## src/rtl/mem_requester_pkg.sv

```systemverilog
// Shared definitions for the memory requester, the memory model and the CU:
// opcodes, completion status codes, FSM encodings and small decode helpers.
package mem_requester_pkg;

  typedef logic [5:0] opcode_t;

  // Memory opcodes
  localparam opcode_t OP_LD   = 6'b000000;
  localparam opcode_t OP_LDUB = 6'b000001;
  localparam opcode_t OP_LDUH = 6'b000010;
  localparam opcode_t OP_LDD  = 6'b000011;
  localparam opcode_t OP_ST   = 6'b000100;
  localparam opcode_t OP_STB  = 6'b000101;
  localparam opcode_t OP_STH  = 6'b000110;
  localparam opcode_t OP_STD  = 6'b000111;
  localparam opcode_t OP_LDSB = 6'b001001;
  localparam opcode_t OP_LDSH = 6'b001010;

  // Completion status, valid while Done is high
  localparam logic [1:0] ERR_OK    = 2'b00;
  localparam logic [1:0] ERR_ALIGN = 2'b01;
  localparam logic [1:0] ERR_MSET  = 2'b10;
  localparam logic [1:0] ERR_TMO   = 2'b11;

  // Requester FSM encodings
  localparam logic [2:0] S_IDLE   = 3'd0;
  localparam logic [2:0] S_CHECK  = 3'd1;
  localparam logic [2:0] S_ISSUE  = 3'd2;
  localparam logic [2:0] S_WAIT   = 3'd3;
  localparam logic [2:0] S_NEXT   = 3'd4;
  localparam logic [2:0] S_FINISH = 3'd5;

  // Request as latched from the CU
  typedef struct packed {
    opcode_t     op;
    logic [31:0] addr;
    logic [63:0] data;
  } req_t;

  // Doubleword ops are split into two word accesses
  function automatic logic is_dw(input opcode_t op);
    return (op == OP_LDD) || (op == OP_STD);
  endfunction

  // Ops that return data on MFC
  function automatic logic is_load(input opcode_t op);
    return op inside {OP_LD, OP_LDUB, OP_LDUH, OP_LDD, OP_LDSB, OP_LDSH};
  endfunction

  // Natural alignment: DW on 8, word on 4, half on 2, bytes anywhere
  function automatic logic align_ok(input opcode_t op, input logic [31:0] addr);
    logic ok;
    case (op)
      OP_LDD, OP_STD:          ok = (addr[2:0] == 3'b000);
      OP_LD, OP_ST:            ok = (addr[1:0] == 2'b00);
      OP_LDUH, OP_LDSH, OP_STH: ok = (addr[0] == 1'b0);
      default:                 ok = 1'b1;
    endcase
    return ok;
  endfunction

  // Opcode placed on the bus: DW halves go out as plain word accesses
  function automatic opcode_t bus_op(input opcode_t op);
    opcode_t o;
    case (op)
      OP_LDD:  o = OP_LD;
      OP_STD:  o = OP_ST;
      default: o = op;
    endcase
    return o;
  endfunction

endpackage

```

## src/rtl/mem_requester_if.sv

```systemverilog
// Word-wide memory bus between the requester (master) and memory (slave).
// Each Enable transition starts exactly one access; MFC/MSET report its end.
interface mem_requester_if;
  import mem_requester_pkg::*;

  logic        Enable;
  opcode_t     OpCode;
  logic [31:0] MAR_Address;
  logic [31:0] MDR_DataIn;
  logic [31:0] MDR_DataOut;
  logic        MFC;
  logic        MSET;

  modport master (
    output Enable, OpCode, MAR_Address, MDR_DataIn,
    input  MDR_DataOut, MFC, MSET
  );

  modport slave (
    input  Enable, OpCode, MAR_Address, MDR_DataIn,
    output MDR_DataOut, MFC, MSET
  );

endinterface

```

## src/rtl/mem_requester.sv

```systemverilog
// Memory requester: takes one CU request, checks alignment, runs one or two
// word accesses on the toggle-triggered memory bus, and reports completion
// with a one-cycle Done pulse plus status.
module mem_requester
  import mem_requester_pkg::*;
#(
  parameter int TIMEOUT_CYC = 255
) (
  input  logic         i_clk,
  input  logic         i_rst,
  input  logic         i_start,
  input  opcode_t      i_req_op,
  input  logic [31:0]  i_req_addr,
  input  logic [63:0]  i_req_data,
  output logic         o_busy,
  output logic         o_done,
  output logic [1:0]   o_err,
  output logic [63:0]  o_rd_data,
  mem_requester_if.master mem
);

  // Counter only needs to reach TIMEOUT_CYC-1 (the last WAIT cycle)
  localparam int CW = (TIMEOUT_CYC < 2) ? 1 : $clog2(TIMEOUT_CYC);
  localparam logic [CW-1:0] CNT_LAST = CW'(TIMEOUT_CYC - 1);

  logic [2:0]    r_state, w_state_nxt;
  logic [1:0]    w_fin_err;
  req_t          r_req;
  logic [31:0]   r_addr;
  logic          r_second;
  logic [CW-1:0] r_cnt;
  logic          r_enable;
  opcode_t       r_opcode;
  logic [31:0]   r_mar;
  logic [31:0]   r_mdr_in;
  logic [1:0]    r_err;
  logic [63:0]   r_rd_data;
  logic [31:0]   r_rd_hi;

  logic w_dw, w_dw_first, w_load, w_first, w_mset, w_mfc, w_tmo;

  assign w_dw       = is_dw(r_req.op);
  assign w_dw_first = w_dw && !r_second;
  assign w_load     = is_load(r_req.op);
  // First WAIT cycle: memory is still clearing MFC/MSET from the last access
  assign w_first    = (r_cnt == '0);
  assign w_mset     = !w_first && mem.MSET;
  // MSET wins over a simultaneous MFC
  assign w_mfc      = !w_first && mem.MFC && !mem.MSET;
  assign w_tmo      = (r_cnt == CNT_LAST);

  // Next-state and final status selection
  always_comb begin
    w_state_nxt = r_state;
    w_fin_err   = ERR_OK;
    case (r_state)
      S_IDLE:   if (i_start) w_state_nxt = S_CHECK;
      S_CHECK: begin
        if (align_ok(r_req.op, r_req.addr)) begin
          w_state_nxt = S_ISSUE;
        end else begin
          w_state_nxt = S_FINISH;
          w_fin_err   = ERR_ALIGN;
        end
      end
      S_ISSUE:  w_state_nxt = S_WAIT;
      S_WAIT: begin
        if (w_mset) begin
          w_state_nxt = S_FINISH;
          w_fin_err   = ERR_MSET;
        end else if (w_mfc) begin
          w_state_nxt = w_dw_first ? S_NEXT : S_FINISH;
        end else if (w_tmo) begin
          w_state_nxt = S_FINISH;
          w_fin_err   = ERR_TMO;
        end
      end
      S_NEXT:   w_state_nxt = S_ISSUE;
      S_FINISH: w_state_nxt = S_IDLE;
      default:  w_state_nxt = S_IDLE;
    endcase
  end

  // State register
  always_ff @(posedge i_clk) begin
    if (i_rst) r_state <= S_IDLE;
    else       r_state <= w_state_nxt;
  end

  // Latch the request only when idle; Start while busy is dropped
  always_ff @(posedge i_clk) begin
    if (i_rst)                             r_req <= '0;
    else if (r_state == S_IDLE && i_start) r_req <= {i_req_op, i_req_addr, i_req_data};
  end

  // Access address and half tracking for doubleword requests
  always_ff @(posedge i_clk) begin
    if (i_rst) begin
      r_addr   <= '0;
      r_second <= 1'b0;
    end else if (r_state == S_CHECK) begin
      r_addr   <= r_req.addr;
      r_second <= 1'b0;
    end else if (r_state == S_NEXT) begin
      r_addr   <= r_addr + 32'd4;
      r_second <= 1'b1;
    end
  end

  // Bus drive: held from ISSUE through WAIT, Enable toggles once per access
  always_ff @(posedge i_clk) begin
    if (i_rst) begin
      r_enable <= 1'b0;
      r_opcode <= '0;
      r_mar    <= '0;
      r_mdr_in <= '0;
    end else if (r_state == S_ISSUE) begin
      r_enable <= ~r_enable;
      r_opcode <= bus_op(r_req.op);
      r_mar    <= r_addr;
      r_mdr_in <= w_dw_first ? r_req.data[63:32] : r_req.data[31:0];
    end
  end

  // Per-access wait counter, restarted on each issue
  always_ff @(posedge i_clk) begin
    if (i_rst)                                             r_cnt <= '0;
    else if (r_state == S_ISSUE)                           r_cnt <= '0;
    else if (r_state == S_WAIT && w_state_nxt == S_WAIT)   r_cnt <= r_cnt + 1'b1;
  end

  // Completion status, captured on entry to FINISH and held after
  always_ff @(posedge i_clk) begin
    if (i_rst)                                               r_err <= ERR_OK;
    else if (w_state_nxt == S_FINISH && r_state != S_FINISH) r_err <= w_fin_err;
  end

  // Load data: DW first word is staged so RdData only changes on completion
  always_ff @(posedge i_clk) begin
    if (i_rst) begin
      r_rd_data <= '0;
      r_rd_hi   <= '0;
    end else if (r_state == S_WAIT && w_mfc && w_load) begin
      if (w_dw_first)  r_rd_hi   <= mem.MDR_DataOut;
      else if (w_dw)   r_rd_data <= {r_rd_hi, mem.MDR_DataOut};
      else             r_rd_data <= {32'h0, mem.MDR_DataOut};
    end
  end

  assign o_busy          = (r_state != S_IDLE);
  assign o_done          = (r_state == S_FINISH);
  assign o_err           = r_err;
  assign o_rd_data       = r_rd_data;
  assign mem.Enable      = r_enable;
  assign mem.OpCode      = r_opcode;
  assign mem.MAR_Address = r_mar;
  assign mem.MDR_DataIn  = r_mdr_in;

endmodule
```

## src/flat_wrapper.sv

```systemverilog
// flat-port wrapper written by rule: the top's interface ports become plain ports
module mem_requester_flat import mem_requester_pkg::*;
#(
  parameter int TIMEOUT_CYC = 255
)
  (i_clk, i_rst, i_start, i_req_op, i_req_addr, i_req_data, o_busy, o_done, o_err, o_rd_data, mem_Enable, mem_OpCode, mem_MAR_Address, mem_MDR_DataIn, mem_MDR_DataOut, mem_MFC, mem_MSET);
  mem_requester_if mem_i ();
  input  logic i_clk;
  input  logic i_rst;
  input  logic i_start;
  input  opcode_t i_req_op;
  input  logic [31:0] i_req_addr;
  input  logic [63:0] i_req_data;
  output logic o_busy;
  output logic o_done;
  output logic [1:0] o_err;
  output logic [63:0] o_rd_data;
  output wire logic [$bits(mem_i.Enable)-1:0] mem_Enable;
  output wire logic [$bits(mem_i.OpCode)-1:0] mem_OpCode;
  output wire logic [$bits(mem_i.MAR_Address)-1:0] mem_MAR_Address;
  output wire logic [$bits(mem_i.MDR_DataIn)-1:0] mem_MDR_DataIn;
  input wire logic [$bits(mem_i.MDR_DataOut)-1:0] mem_MDR_DataOut;
  input wire logic [$bits(mem_i.MFC)-1:0] mem_MFC;
  input wire logic [$bits(mem_i.MSET)-1:0] mem_MSET;
  assign mem_Enable = mem_i.Enable;
  assign mem_OpCode = mem_i.OpCode;
  assign mem_MAR_Address = mem_i.MAR_Address;
  assign mem_MDR_DataIn = mem_i.MDR_DataIn;
  assign mem_i.MDR_DataOut = mem_MDR_DataOut;
  assign mem_i.MFC = mem_MFC;
  assign mem_i.MSET = mem_MSET;
  mem_requester #(.TIMEOUT_CYC(TIMEOUT_CYC)) u_core (.i_clk(i_clk), .i_rst(i_rst), .i_start(i_start), .i_req_op(i_req_op), .i_req_addr(i_req_addr), .i_req_data(i_req_data), .o_busy(o_busy), .o_done(o_done), .o_err(o_err), .o_rd_data(o_rd_data), .mem(mem_i));
endmodule
```

## config.mk

```make
export PLATFORM = sky130hd
export DESIGN_NAME = mem_requester_flat
export DESIGN_NICKNAME = d
export VERILOG_FILES = /design/src/rtl/mem_requester_pkg.sv /design/src/rtl/mem_requester_if.sv /design/src/rtl/mem_requester.sv /design/src/flat_wrapper.sv
export SDC_FILE = /design/constraint.sdc
export NUM_CORES = 1
export LEC_CHECK = 0
export ABC_CLOCK_PERIOD_IN_PS = 2850
export CORE_MARGIN = 3
export CORE_UTILIZATION = 32
export CTS_BUF_LIST = sky130_fd_sc_hd__clkbuf_4
export CTS_CLUSTER_DIAMETER = 150
export CTS_CLUSTER_SIZE = 16
export DETAILED_ROUTE_END_ITERATION = 8
export GPL_TIMING_DRIVEN = 1
export HOLD_SLACK_MARGIN = 0.15
export PLACE_DENSITY = 0.62
export SYNTH_ARGS = -nofsm -noshare
export SYNTH_HDL_FRONTEND = slang
export SYNTH_SLANG_ARGS = --single-unit
export TNS_END_PERCENT = 100
```

## constraint.sdc

```tcl
create_clock -name i_clk -period 2.85 [get_ports i_clk]
set_input_delay 0.57 -clock i_clk [delete_from_list [all_inputs] [get_ports i_clk]]
set_output_delay 0.57 -clock i_clk [all_outputs]
set_load 0.01 [all_outputs]
```

==> metrics.cfg <==
[setup_path]
worstPathArrival_ns = 2.07
path_cells = buf_4, nor3_4, inv_1, clkdlybuf4s50_1
cp_slowest_stage_delay_ns = 0.51
crit_path_top_delay_cell = clkdlybuf4s50_1
cp_max_fo = 11
cp-end-kind = primary output
crit_type = reg -> out
crit_path_start_kind = register
crit_required_ns = 2.28
reg2regPathDepth = 5

[synth]
synth_fp_nets = 1628
yosys_warnings = 0
syn_area_mm2 = 0.0123
ys_seq_area_share_pct = 51.2
synth.distinct_cells = 50
synthCells = 1485
ys.flop_type = dfxtp_1
syn_area_per_cell_um2 = 8.29
async_flop_share_pct = 0
synth_edf_count = 0
synth_seq_cells = 315

[global_route]
grt_max_degree = 121
grt_pass1_vias = 10300
antenna_found_initial = 2
grt_use_total_pct = 16.3
grt_remaining_overflow = 0
grt_pass1_wl_um = 55500

[timing]
fin_crit_ns = 2.64
slew_headroom_pct = 44.9
hold_violations = 0
setup_viol = 0
rsz0062_at_grt = false
tns_ns = 0
timing.final.crit_share_pct = 92.7
worst_slew_pin_slew_ns = 0.826
fin_skew_ns = 0.0407
drv_slew = 0
fmax_mhz = 379

[die]
die_w_um = 202
die_h_um = 202
die_area_mm2 = 0.0408
start_util_pct = 32.6
ioPinCount = 278
core_mm2 = 0.0378
num_rows = 71

[final_layout]
layout-drive-gt1-share_pct = 4.27
areaGrowthSynthToFinish_pct = 28.9
instances_no_fill = 2222
finalNetCount = 1854
multiInputGateArea_mm2 = 0.00556
n_fill_cell = 3831
seqCellArea_mm2 = 0.00631

[worst_hold_path]
hold_path.class = in -> reg
min_path_cells = 2

[job]
maxCapViolations = 0

[cts]
numCtsBuffers = 23
post_cts_buffers = 0
cts-root-buf = clkbuf_4
cts_tree = done
clock_path_buffers = 3
clkTransAtPathRegs_ns = 0.19
cts.sinks = 315
clk_latency_ns = 0.72
htreeDepth = 1

[power_and_ir_drop]
ir_drop_mv = 0.326
p_leak_nw = 5.66
powerDensity_mw_per_mm2 = 514

[routing]
drt_iter0_markers = 541
ant_nets = 0
drc = 0
firstDrtPassIters = 5
vias = 10800
routed_wl_um = 34800
viasPerCell = 4.85
post_drt_wl_per_cell_um = 15.7

[placed_design]
gp_congestion = 0.821
io_buffers = 277
dp.cells = 2197
dpl.hpwl_um = 24200

[outcome]
outcome = finished, final reports clean

[cells in the final DEF, fill, tap and decap left out, drive strengths merged, types with 5 or more instances in the layout]
master and count:
inv 9, nand2 382, o22ai 5, or2 35, a21oi 204, o211ai 11
buf 36, nor3 21, dfxtp 315, nor4 8, clkdlybuf4s50 275, clkbuf 23
a31oi 10, nand3 17, a211oi 32, a221oi 5, nor2 132, xnor2 9
mux2i 97, nand4 8, or3 9, o21ai 12
[registers in the layout, summed over array words and instances (netlist names)]
| signal | count |
|---|---|
| u_core.mem.MDR_DataIn | 32 |
| u_core.r_state | 3 |
| u_core.r_second | 1 |
| u_core.r_req | 102 |
| u_core.o_err | 2 |
| u_core.r_rd_hi | 32 |
| u_core.mem.OpCode | 6 |
| u_core.o_rd_data | 64 |
| u_core.r_addr | 32 |
| u_core.r_cnt | 8 |
| u_core.mem.MAR_Address | 32 |
| u_core.mem.Enable | 1 |
[critical path, delay by kind of cell (launching register included)]
kind / cells / cell delay, ns
buf+inv: 3 / 0.74
flops: 1 / 0.35
simple gates: 1 / 0.26
[kinds of logic after synthesis]
logic type | Yosys count | synth area share, %
and+or+nand+nor | 640 | 22.0
DFF | 315 | 51.2
AOI/OAI and AO/OA | 296 | 13.7
buffers and inverters | 120 | 3.90
muxes | 97 | 7.89
xor gates and xnor gates | 13 | 0.925
adders and majority gates | 4 | 0.407
[final timing paths]
check,from,to,slack (ns)
setup reg to reg,u_core.r_addr[2],u_core.r_addr[20],0.54
hold reg to reg,u_core.o_rd_data[45],u_core.o_rd_data[45],0.46
hold / removal,i_rst,u_core.r_req[42],0.37
setup / recovery,u_core.r_state[2],o_busy,0.21
[Yosys cell counts (5+ instances only)]
| master | n | share of area, % |
|---|---|---|
| a31oi_1 | 10 | 0.51 |
| nor3_1 | 21 | 0.85 |
| or2_1 | 11 | 0.56 |
| nand2_1 | 382 | 12 |
| nand3_1 | 17 | 0.69 |
| clkbuf_1 | 89 | 2.7 |
| nor4_1 | 7 | 0.36 |
| o21ai_0 | 12 | 0.49 |
| nor2_1 | 132 | 4.0 |
| a211oi_1 | 32 | 2.0 |
| a21oi_1 | 204 | 8.3 |
| or3_1 | 9 | 0.46 |
| buf_2 | 21 | 0.85 |
| nand4_1 | 8 | 0.41 |
| or2_0 | 21 | 1.1 |
| dfxtp_1 | 315 | 51 |
| o211ai_1 | 11 | 0.67 |
| mux2i_1 | 97 | 7.9 |
| o22ai_1 | 5 | 0.25 |
| xnor2_1 | 9 | 0.64 |
| a221oi_1 | 5 | 0.36 |
| inv_1 | 9 | 0.27 |
[power by group]
part / switching [mW] / internal (mW) / total [mW]
Combinational: 0.882 / 0.682 / 1.56
Sequential: 0.183 / 4.68 / 4.86
Clock: 1.35 / 0.379 / 1.73
Total: 2.42 / 5.74 / 8.15
[repair_timing]
| item | 4_1_cts | 5_1_grt |
|---|---|---|
| resized for setup | 1 | 2 |
| pin swaps | 0 | 0 |
| hold buffers | 0 | 0 |
| endpoints found under the setup margin | 1 | 1 |
[stage by stage]
step,setup slack [ns],utilization (%),hold WS [ns],total power [mW],instance area (um2)
6_report,0.208,42.0,0.374,8.15,15900
5_1_grt,0.0361,42.0,0.325,8.61,15900
4_1_cts,0.0335,42.0,0.295,8.29,15900
3_5_place_dp,0.467,41.5,0.443,6.53,15700
3_3_place_gp,0.506,41.5,0.438,6.51,15700
2_1_floorplan,0.839,-,0.432,5.75,12300
[cell type report]
cell class	count	area share [%]
flip-flops and latches	315	39.7
multi-input cells	1050	35.0
repair buffers	312	19.8
well taps	511	4.03
clock buffers	23	1.09
inverters	9	0.213
clock inverters	1	0.0473
diodes	1	0.0158
[metal layers]
metal / share of wire (%) / up-vias / global-route usage (%)
met5: 0.037 / - / 0
met4: 2.0 / 2 / 3.49
met3: 8.0 / 48 / 4.54
met2: 43 / 301 / 25.9
met1: 47 / 4987 / 22.2
li1: - / 5438 / -
No activity file was read; power rests on OpenSTA's default activity.
